===== src/rtl/segmentation_pkg.sv =====
// Shared types for the segment descriptor fetch/decode pipeline: fetch FSM
// states, fault cause codes and the selector layout.
package segmentation_pkg;

  typedef enum logic [1:0] {
    ST_IDLE      = 2'd0,
    ST_READ_LOW  = 2'd1,
    ST_READ_HIGH = 2'd2,
    ST_RESPOND   = 2'd3
  } fetch_state_e;

  localparam logic [1:0] FAULT_NONE    = 2'd0;
  localparam logic [1:0] FAULT_LIMIT   = 2'd1;
  localparam logic [1:0] FAULT_BUS     = 2'd2;
  localparam logic [1:0] FAULT_TIMEOUT = 2'd3;

  typedef struct packed {
    logic [12:0] index;
    logic        table_indicator;
    logic [1:0]  rpl;
  } selector_t;

  // A GDT selector with index 0 is the null selector; LDT index 0 is a real entry.
  function automatic logic is_null_selector(input logic [12:0] index, input logic table_indicator);
    return (index == 13'd0) && !table_indicator;
  endfunction

endpackage


===== src/rtl/segment_descriptor_fetch.sv =====
// Fetches an 8-byte segment descriptor from the GDT or LDT for a selector load,
// with limit checking, bus-error and timeout faults, and a valid/ready response.
module segment_descriptor_fetch
  import segmentation_pkg::*;
#(
  parameter int WAIT_LIMIT         = 255,
  parameter int WAIT_COUNTER_WIDTH = 8
) (
  input  logic        clock,
  input  logic        reset_n,
  input  logic        request_valid,
  output logic        request_ready,
  input  logic [15:0] request_selector,
  input  logic [31:0] gdtr_base,
  input  logic [15:0] gdtr_limit,
  input  logic [31:0] ldtr_base,
  input  logic [15:0] ldtr_limit,
  output logic        mem_read_request,
  output logic [31:0] mem_address,
  input  logic        mem_read_ack,
  input  logic        mem_read_error,
  input  logic [31:0] mem_read_data,
  output logic        response_valid,
  input  logic        response_ready,
  output logic [63:0] response_descriptor,
  output logic        response_null_selector,
  output logic        response_fault,
  output logic [1:0]  response_fault_cause,
  output logic [15:0] response_error_code
);

  fetch_state_e                  state;
  logic [WAIT_COUNTER_WIDTH-1:0] wait_count;
  logic [31:0]                   low_dword;
  logic [15:0]                   error_code_q;

  selector_t   sel_in;
  logic [31:0] table_base;
  logic [15:0] table_limit;
  logic        limit_violation;
  logic        wait_expired;
  logic        selector_rpl_unused;

  assign sel_in      = selector_t'(request_selector);
  assign table_base  = sel_in.table_indicator ? ldtr_base  : gdtr_base;
  assign table_limit = sel_in.table_indicator ? ldtr_limit : gdtr_limit;

  // The last byte of the 8-byte entry must lie inside the table's byte limit.
  assign limit_violation = {1'b0, sel_in.index, 3'b111} > {1'b0, table_limit};

  // RPL plays no part in locating or checking the descriptor.
  assign selector_rpl_unused = ^sel_in.rpl;

  generate
    if (WAIT_LIMIT != 0) begin : g_timeout
      assign wait_expired = (wait_count == WAIT_COUNTER_WIDTH'(WAIT_LIMIT - 1));
    end else begin : g_no_timeout
      assign wait_expired = 1'b0;
    end
  endgenerate

  // NOTE: handshake flags decode the state register directly, so request_ready
  // is already 1 while reset_n is held low, with no clock edge required.
  assign request_ready  = (state == ST_IDLE);
  assign response_valid = (state == ST_RESPOND);

  // NOTE: every register here is written with <= so all of them update from
  // the same pre-edge values; mixing in = would make results order-dependent.
  always_ff @(posedge clock or negedge reset_n) begin
    if (!reset_n) begin
      state                  <= ST_IDLE;
      wait_count             <= '0;
      low_dword              <= '0;
      error_code_q           <= '0;
      mem_read_request       <= 1'b0;
      mem_address            <= '0;
      response_descriptor    <= '0;
      response_null_selector <= 1'b0;
      response_fault         <= 1'b0;
      response_fault_cause   <= FAULT_NONE;
      response_error_code    <= '0;
    end else begin
      case (state)
        ST_IDLE: begin
          if (request_valid) begin
            wait_count   <= '0;
            error_code_q <= {sel_in.index, sel_in.table_indicator, 2'b00};
            if (is_null_selector(sel_in.index, sel_in.table_indicator)) begin
              response_null_selector <= 1'b1;
              state                  <= ST_RESPOND;
            end else if (limit_violation) begin
              response_fault       <= 1'b1;
              response_fault_cause <= FAULT_LIMIT;
              response_error_code  <= {sel_in.index, sel_in.table_indicator, 2'b00};
              state                <= ST_RESPOND;
            end else begin
              mem_read_request <= 1'b1;
              mem_address      <= table_base + {16'd0, sel_in.index, 3'b000};
              state            <= ST_READ_LOW;
            end
          end
        end

        ST_READ_LOW, ST_READ_HIGH: begin
          if (mem_read_ack) begin
            wait_count <= '0;
            if (mem_read_error) begin
              mem_read_request     <= 1'b0;
              response_fault       <= 1'b1;
              response_fault_cause <= FAULT_BUS;
              response_error_code  <= error_code_q;
              state                <= ST_RESPOND;
            end else if (state == ST_READ_LOW) begin
              // The request stays up: the high dword read starts immediately.
              low_dword   <= mem_read_data;
              mem_address <= mem_address + 32'd4;
              state       <= ST_READ_HIGH;
            end else begin
              mem_read_request    <= 1'b0;
              response_descriptor <= {low_dword, mem_read_data};
              state               <= ST_RESPOND;
            end
          end else if (wait_expired) begin
            mem_read_request     <= 1'b0;
            response_fault       <= 1'b1;
            response_fault_cause <= FAULT_TIMEOUT;
            response_error_code  <= error_code_q;
            state                <= ST_RESPOND;
          end else begin
            wait_count <= wait_count + WAIT_COUNTER_WIDTH'(1);
          end
        end

        ST_RESPOND: begin
          if (response_ready) begin
            response_descriptor    <= '0;
            response_null_selector <= 1'b0;
            response_fault         <= 1'b0;
            response_fault_cause   <= FAULT_NONE;
            response_error_code    <= '0;
            state                  <= ST_IDLE;
          end
        end

        default: state <= ST_IDLE;
      endcase
    end
  end

endmodule


===== config.mk =====
export PLATFORM = sky130hd
export DESIGN_NAME = segment_descriptor_fetch
export DESIGN_NICKNAME = d
export VERILOG_FILES = /design/src/rtl/segmentation_pkg.sv /design/src/rtl/segment_descriptor_fetch.sv
export SDC_FILE = /design/constraint.sdc
export NUM_CORES = 1
export LEC_CHECK = 0
export BUFFER_PORTS_ARGS = -buffer_cell sky130_fd_sc_hd__buf_2
export CAP_MARGIN = 20
export CORE_AREA = 4 4 170 172
export CTS_CLUSTER_DIAMETER = 100
export CTS_CLUSTER_SIZE = 14
export DETAILED_ROUTE_END_ITERATION = 10
export DIE_AREA = 0 0 174 176
export PLACE_DENSITY_LB_ADDON = 0.2
export SYNTH_ARGS = -nofsm -noshare
export SYNTH_HDL_FRONTEND = slang
export SYNTH_SLANG_ARGS = --single-unit
export TNS_END_PERCENT = 20

===== constraint.sdc =====
create_clock -name clock -period 6.95 [get_ports clock]
set_input_delay 0 -clock clock [delete_from_list [all_inputs] [get_ports clock]]
set_output_delay 0 -clock clock [all_outputs]
set_load 0.02 [all_outputs]

After elaboration in Yosys (flattened, before gate mapping). Cells that the tools add are included.

Bits in registers: 173. Input bits: 150. Output and inout port bits: 119. Logic and storage cells: 111.

Add/sub/neg operators: 3. $lt $le $gt $ge: 1. Equality and inequality tests: 18. Multiplexer cells: 60. Bitwise operators: 1. Reduce and logical (&&, ||, !) cells: 17.

Operator list (count): 2-to-1 mux 64 bit (4); 2-to-1 mux 32 bit (7); 2-to-1 mux 16 bit (8); one-hot mux 64 bit (2 select lines) (1); one-hot mux 32 bit (2 select lines) (1); one-hot mux 16 bit (3 select lines) (1); adder 32 x 16 -> 32 bit (1); adder 32 x 3 -> 32 bit, second input constant (1); 2-to-1 mux 8 bit (3); 2-to-1 mux 2 bit (11); 2-to-1 mux 1 bit (18); > comparator 16 bit (1); one-hot mux 8 bit (2 select lines) (1); inequality test 2 bit, second input constant (7); zero test 13 bit (1); one-hot mux 2 bit (3 select lines) (2); AND reduction 6 bit (2); inequality test 3 bit, second input constant (3); adder 8 x 1 -> 8 bit, second input constant (1); == test 8 bit, second input constant (1); AND reduction 4 bit (2); AND reduction 7 bit (1); inequality test 2 x 1 -> 1 bit, second input constant (3); AND reduction 3 bit (2); 13 further kinds (17).

Depth between registers and ports, before layout. Gate-level depths: netlist (run 1).

Depth in word-level cells: 6. Mapped depth: 17. Depth with buffers taken out: 10.

Least setup slack after synthesis (run 1). No wires, ideal clock.

Kind: input-to-reg. Start point: input port request_selector[2]. End point: register mem_address[29]. Library setup time: 0.104 ns. Arrival time: 4.252 ns. Required time: 6.846 ns. Path slack: 2.594 ns. Stages on the path: 14. Buffers on the path: 6. Cell sequence: buf_2 -> buf_1 -> buf_1 -> clkbuf_1 -> buf_1 -> mux2_2 -> ha_1 -> clkbuf_1 -> nand3_1 -> o21a_1 -> o31ai_1 -> or4b_2 -> xnor2_1 -> a221oi_1.

Longest elaborated chain between the ends: 6. Elaborated cells on any way between the ends: 13. Classes of those cells: add/sub (1); order compare (1); eq/ne (2); mux (6); reduce/logical (3).

Ends and longest elaborated chain: start, declared (RTL line segment_descriptor_fetch.sv:13) `input logic [15:0] request_selector,`; 2-to-1 mux 32 bit (RTL line segment_descriptor_fetch.sv:45) `assign table_base = sel_in.table_indicator ? ldtr_base : gdtr_base;`; adder 32 x 16 -> 32 bit (RTL line segment_descriptor_fetch.sv:98) `mem_address <= table_base + {16'd0, sel_in.index, 3'b000};`; 2-to-1 mux 32 bit (RTL line segment_descriptor_fetch.sv:91) `end else if (limit_violation) begin`; 2-to-1 mux 32 bit (RTL line segment_descriptor_fetch.sv:88) `if (is_null_selector(sel_in.index, sel_in.table_indicator)) begin`; 2-to-1 mux 32 bit (RTL line segment_descriptor_fetch.sv:85) `if (request_valid) begin`; one-hot mux 32 bit (2 select lines) (RTL line segment_descriptor_fetch.sv:83) `case (state)`; end signal, assigned (RTL line segment_descriptor_fetch.sv:98); end signal, assigned (RTL line segment_descriptor_fetch.sv:116) `mem_address <= mem_address + 32'd4;`; end, declared (RTL line segment_descriptor_fetch.sv:19) `output logic [31:0] mem_address,`.

Parallel ways exist; a longest one is shown, timed or not. The select of a mux whose other input is x is not followed. A chain may end at the register's enable or synchronous reset.

Final worst setup path (run 1).
Start point: register state[0]. End point: register mem_address[26].

Longest elaborated chain between the ends: 4. Elaborated cells on any way between the ends: 13. Classes of those cells: eq/ne (8); mux (1); reduce/logical (4).

Ends and longest elaborated chain: start, declared (RTL line segment_descriptor_fetch.sv:32) `fetch_state_e state;`; start signal, assigned (RTL line segment_descriptor_fetch.sv:71) `state <= ST_IDLE;`; start signal, assigned (RTL line segment_descriptor_fetch.sv:90) `state <= ST_RESPOND;`; start signal, assigned (RTL line segment_descriptor_fetch.sv:95) `state <= ST_RESPOND;`; == test 2 x 1 -> 1 bit or == test 2 bit (tied branches) (RTL line segment_descriptor_fetch.sv:83, segment_descriptor_fetch.sv:113); OR reduction 2 bit (RTL line segment_descriptor_fetch.sv:83); inequality test 2 bit (no line) or nonzero test 2 bit (tied branches); AND reduction 7 bit (no line).

Parallel ways exist; a longest one is shown, timed or not.

==> impl_metrics.env, run 1 <==
export IMPL_drt_iter0_drc=652
export IMPL_wl_mm=29.3
export IMPL_min_path_type="in -> reg"
export IMPL_final_cell_mix="buf_2 (263), nand2_1 (182), dfrtp_1 (171)"
export IMPL_slowest_stage="nor2b_1"
export IMPL_status="complete, no violations"
export IMPL_synth_seq_area_share=0.437
export IMPL_via_per_inst=5.26
export IMPL_post_cts_buffers=0
export IMPL_syn_inst=1006
export IMPL_area_delta_synth_final_pct=28.4
export IMPL_power_density_mw_per_mm2=429
export IMPL_avgSynthCellArea_um2=9.73
export IMPL_slew_viol_final=0
export IMPL_fin_crit_ps=4320
export IMPL_ys_warn_count=0
export IMPL_dp_hpwl_mm=20.9
export IMPL_p_leak_nw=6.07
export IMPL_synth_flop_cell="dfrtp_1"
export IMPL_fillCellCount=2696
export IMPL_yosysTopAreaCell="dfrtp_1"
export IMPL_portBuffers=264
export IMPL_crit_fanout=26
export IMPL_synth_edff_count=0
export IMPL_drv_cap=0
export IMPL_drive_gt1_frac=0.314
export IMPL_antenna_found_initial=1
export IMPL_setup_ws_ps=2630
export IMPL_slew_headroom=0.260
export IMPL_crit_type="reg -> reg"
export IMPL_final_setup_skew_ps=20.0
export IMPL_cts_sinks=171
export IMPL_cp_end_kind="register"
export IMPL_worst_slew_pin_slew_ps=1110
export IMPL_startpoint_type="register"
export IMPL_fmax_mhz=231
export IMPL_r2r_slack_ps=2630
export IMPL_holdWs_ps=61.8
export IMPL_grt_max_degree=92
export IMPL_synthArstFlopShare=1.00
export IMPL_fin_nets=1483
export IMPL_wl_per_cell_um=17.6
export IMPL_synth_cell_type_count=69
export IMPL_postLayoutCellArea_mm2=0.0126
export IMPL_finalCritPeriodShare=0.622
export IMPL_clk_pin_slew_ps=70
export IMPL_fin_cells=1658
export IMPL_dieArea_mm2=0.0306
export IMPL_finalHoldViolCount=0
export IMPL_setup_viol=0
export IMPL_peakVddDrop_uv=364
export IMPL_grt_total_usage=0.188
export IMPL_grt_pass1_wl_mm=46.9
export IMPL_gp_congestion=0.861
export IMPL_synth_seq_cells=171
export IMPL_die_w_um=174
export IMPL_grt_pass1_vias=8564
export IMPL_yosysTopAreaCellShare=0.437
export IMPL_coreArea_mm2=0.0275
export IMPL_initial_core_util=0.356
export IMPL_final_common_cell="buf_2"
export IMPL_tns_ps=0
export IMPL_h_tree_depth=4
export IMPL_syn_area_mm2=0.00979
export IMPL_dp_cells=1571
export IMPL_postRouteAntennaNets=0
export IMPL_num_vias=8713
export IMPL_post_cts_resized=0
export IMPL_cts_inserted_buffers=17
export IMPL_clockRootBuffer="clkbuf_16"
export IMPL_cts_tree="yes"
export IMPL_clk_latency_ps=430
export IMPL_drc=0
export IMPL_die_h_um=176
export IMPL_cpPeakStageDelay_ps=970
export IMPL_crit_path_cell_trace="inv_1 > ha_1 > nor2b_1 > a21oi_1 > or4_1 > a21o_1 > o31a_1 > o221ai_1"
export IMPL_overflow=0
export IMPL_num_rows=61
export IMPL_place_area_mm2=0.0114
export IMPL_grt_setup_unrepaired="no"
export IMPL_critPathArrivalTime_ps=4650
export IMPL_worstPathRequired_ps=7280
export IMPL_clockBufferDepth=2
export IMPL_ioPinCount=269
export IMPL_dp_slack_ps=2670
export IMPL_ctsHoldBuffers=53
export IMPL_first_pass_iters=4
export IMPL_yosys_top_cells_area="dfrtp_1 (44%), mux2_2 (9.3%), nand2_1 (7.0%)"
[cells in the mapped netlist, types with 7 or more instances]
cell type,instances
nand4_1,21
o221a_2,7
a2111oi_0,9
xnor2_1,15
and2_1,7
mux2_2,81
inv_1,16
clkbuf_1,49
a21o_1,9
a211oi_1,10
ha_1,34
nor2b_1,12
a21oi_1,24
a31oi_1,7
or3_1,8
dfrtp_1,171
xor2_1,11
a221oi_1,10
nand3b_1,67
mux2i_1,26
a22o_1,13
nand2_1,182
and3_1,18
o21ai_0,41
nand3_1,20
nor2_1,46
[per-layer routing]
layer	vias up	global-route usage	wire length [um]
li1	4229	-	-
met1	4220	0.262	13700
met2	233	0.303	13600
met3	31	0.0315	1310
met4	0	0.0577	632
met5	-	0	0
[worst paths after layout]
path	startpoint	to	cells past startpoint
max	state[0]	mem_address[26]	8
min	request_valid	state[0]	5
max reg2reg	state[0]	mem_address[26]	8
min reg2reg	response_descriptor[39]	response_descriptor[39]	2
max in group asynchronous	reset_n	low_dword[17]	4
min in group asynchronous	reset_n	mem_address[31]	2
[stage by stage]
stage | total power (W) | utilization
3_5_place_dp | 0.00447 | 0.416
2_1_floorplan | 0.00359 | -
5_1_grt | 0.00580 | 0.457
4_1_cts | 0.00544 | 0.456
6_report | 0.00539 | 0.457
3_3_place_gp | 0.00441 | 0.416
[power by group]
group,switching (W),total (W),internal (W)
clock network,0.000452,0.000934,0.000481
logic,0.00168,0.00272,0.00105
registers,0.000288,0.00173,0.00145
[area by class of cell]
type | count | area, um2 | share of cell area
multi-input combinational | 762 | 5250 | 0.417
sequential | 171 | 4280 | 0.340
timing repair buffer | 330 | 1980 | 0.157
tap | 346 | 433 | 0.0344
clock buffer | 18 | 429 | 0.0341
clock inverter | 14 | 145 | 0.0115
inverter | 16 | 60.1 | 0.00478
antenna | 1 | 2.50 | 0.000199
[cells by family after synthesis]
kind of cell,share of synthesized area
buffers and inverters,0.0293
XOR/XNOR,0.0233
AND/OR/NAND/NOR,0.212
AO/OA/AOI/OAI,0.132
other,0.000383
adder cells (fa/ha/maj),0.0455
multiplexers,0.120
flip-flops,0.437
[flip-flops by register name, indices dropped and copies added (netlist names)]
signal	flops
response_error_code	14
mem_address	32
mem_read_request	1
wait_count	8
response_fault	1
response_null_selector	1
state	2
response_fault_cause	2
error_code_q	14
low_dword	32
response_descriptor	64
[worst max-delay path, delay by kind of cell (launching register included)]
family                     cells  cell delay [ps]
and+or+nand+nor                2             1770
AOI/OAI and AO/OA              4             1450
adders and majority gates      1              500
DFF                            1              410
buffers and inverters          1               90
No activity file was read; power rests on OpenSTA's default activity.
==> run 2, diff against run 1 <==
- clock period: 6.95 -> 4.3 ns (I/O delays scaled with it)
==> impl_metrics.env, run 2 (same netlist as run 1, synthesis figures left out) <==
export IMPL_wl_per_cell_um=17.5
export IMPL_cpPeakStageDelay_ps=770
export IMPL_final_setup_skew_ps=18.7
export IMPL_startpoint_type="register"
export IMPL_die_h_um=176
export IMPL_setup_ws_ps=899
export IMPL_grt_total_usage=0.188
export IMPL_num_rows=61
export IMPL_p_total_w=0.00879
export IMPL_drc=0
export IMPL_crit_path_cell_trace="inv_1 > ha_1 > buf_4 > nor2b_1 > a21oi_1 > or4_1 > a21oi_1 > buf_4 > nand2_1 > o221a_2"
export IMPL_fmax_mhz=294
export IMPL_first_pass_iters=8
export IMPL_dp_slack_ps=693
export IMPL_peakVddDrop_uv=615
export IMPL_antenna_found_initial=1
export IMPL_ioPinCount=269
export IMPL_cp_end_kind="register"
export IMPL_overflow=0
export IMPL_drt_iter0_drc=619
export IMPL_clk_pin_slew_ps=70
export IMPL_final_cell_mix="buf_2 (263), nand2_1 (182), dfrtp_1 (171)"
export IMPL_clockBufferDepth=2
export IMPL_finalHoldViolCount=0
export IMPL_setup_viol=0
export IMPL_area_delta_synth_final_pct=29.0
export IMPL_critPathArrivalTime_ps=3710
export IMPL_grt_max_degree=118
export IMPL_gp_congestion=0.867
export IMPL_slowest_stage="or4_1"
export IMPL_fin_nets=1492
export IMPL_power_density_mw_per_mm2=696
export IMPL_largest_reg_flops=64
export IMPL_via_per_inst=5.27
export IMPL_cts_sinks=171
export IMPL_dp_hpwl_mm=21.0
export IMPL_clockRootBuffer="clkbuf_16"
export IMPL_min_path_type="in -> reg"
export IMPL_tns_ps=0
export IMPL_grt_pass1_wl_mm=46.8
export IMPL_cts_inserted_buffers=17
export IMPL_num_vias=8782
export IMPL_status="complete, no violations"
export IMPL_cts_tree="yes"
export IMPL_p_leak_nw=6.11
export IMPL_worstPathRequired_ps=4610
export IMPL_crit_buf_inv=3
export IMPL_top_register="response_descriptor"
export IMPL_die_w_um=174
export IMPL_portBuffers=264
export IMPL_finalCritPeriodShare=0.791
export IMPL_fin_crit_ps=3400
export IMPL_coreArea_mm2=0.0275
export IMPL_grt_pass1_vias=8777
export IMPL_final_common_cell="buf_2"
export IMPL_h_tree_depth=4
export IMPL_dieArea_mm2=0.0306
export IMPL_crit_type="reg -> reg"
export IMPL_drive_gt1_frac=0.318
export IMPL_clk_latency_ps=430
export IMPL_drv_cap=0
export IMPL_post_cts_resized=0
export IMPL_grt_setup_unrepaired="no"
export IMPL_r2r_slack_ps=900
export IMPL_crit_family="simple AND/OR/NAND/NOR gates"
export IMPL_initial_core_util=0.356
export IMPL_crit_fanout=18
export IMPL_top_regs="response_descriptor x64, low_dword x32, mem_address x32"
export IMPL_slew_viol_final=0
export IMPL_worst_slew_pin_slew_ps=762
export IMPL_slew_headroom=0.490
export IMPL_wl_mm=29.2
export IMPL_postRouteAntennaNets=0
[run 2: what timing repair did]
item	4_1_cts	5_1_grt
hold buffers	53	0
buffers inserted	0	0
hold endpoints to repair	135	0
endpoints found under the setup margin	0	0
[run 2: area by class of cell]
type	instances	area (um2)
antenna	1	2.50
clock buffer	18	429
clock inverter	14	150
fill	2631	14800
inverter	16	60.1
multi-input combinational	762	5240
sequential	171	4280
tap	346	433
timing repair buffer	339	2040
[run 2: through the flow]
stage,hold slack (ps),cell area (um2),cells,utilization
2_1_floorplan,-296,9790,1007,-
3_3_place_gp,26.1,11500,1581,0.419
3_5_place_dp,23.7,11500,1581,0.419
4_1_cts,51.2,12600,1666,0.460
5_1_grt,76.7,12600,1667,0.460
6_report,67.6,12600,1667,0.460
[run 2: per-layer routing]
layer | vias to the layer above | GRT usage | wire length, um
met4 | 0 | 0.0597 | 654
met3 | 32 | 0.0364 | 1630
met5 | - | 0 | 0
met2 | 270 | 0.307 | 13500
met1 | 4246 | 0.252 | 13400
li1 | 4234 | - | -
[run 2: worst reg2reg max path: cells and delay by family (launching register included)]
kind | cells | cell delay (ps)
adders and majority gates | 1 | 300
DFF | 1 | 400
and+or+nand+nor | 3 | 1250
AOI/OAI and AO/OA | 3 | 740
buffers and inverters | 3 | 600
[run 2: worst paths after layout]
| path | startpoint | end | cells past startpoint |
|---|---|---|---|
| max reg2reg | state[0] | mem_address[28] | 10 |
| min in group asynchronous | reset_n | mem_address[31] | 2 |
| min reg2reg | response_descriptor[37] | response_descriptor[37] | 2 |
| max in group asynchronous | reset_n | response_descriptor[48] | 3 |
| max | state[0] | mem_address[28] | 10 |
| min | gdtr_base[2] | mem_address[2] | 4 |
[run 2: power by group]
group          leakage, nW  switching (W)  internal [W]  total (W)
Combinational         3.72        0.00272       0.00177    0.00449
Sequential            2.12       0.000455       0.00234    0.00279
Clock                0.278       0.000737      0.000779    0.00152
Total                 6.11        0.00391       0.00488    0.00879
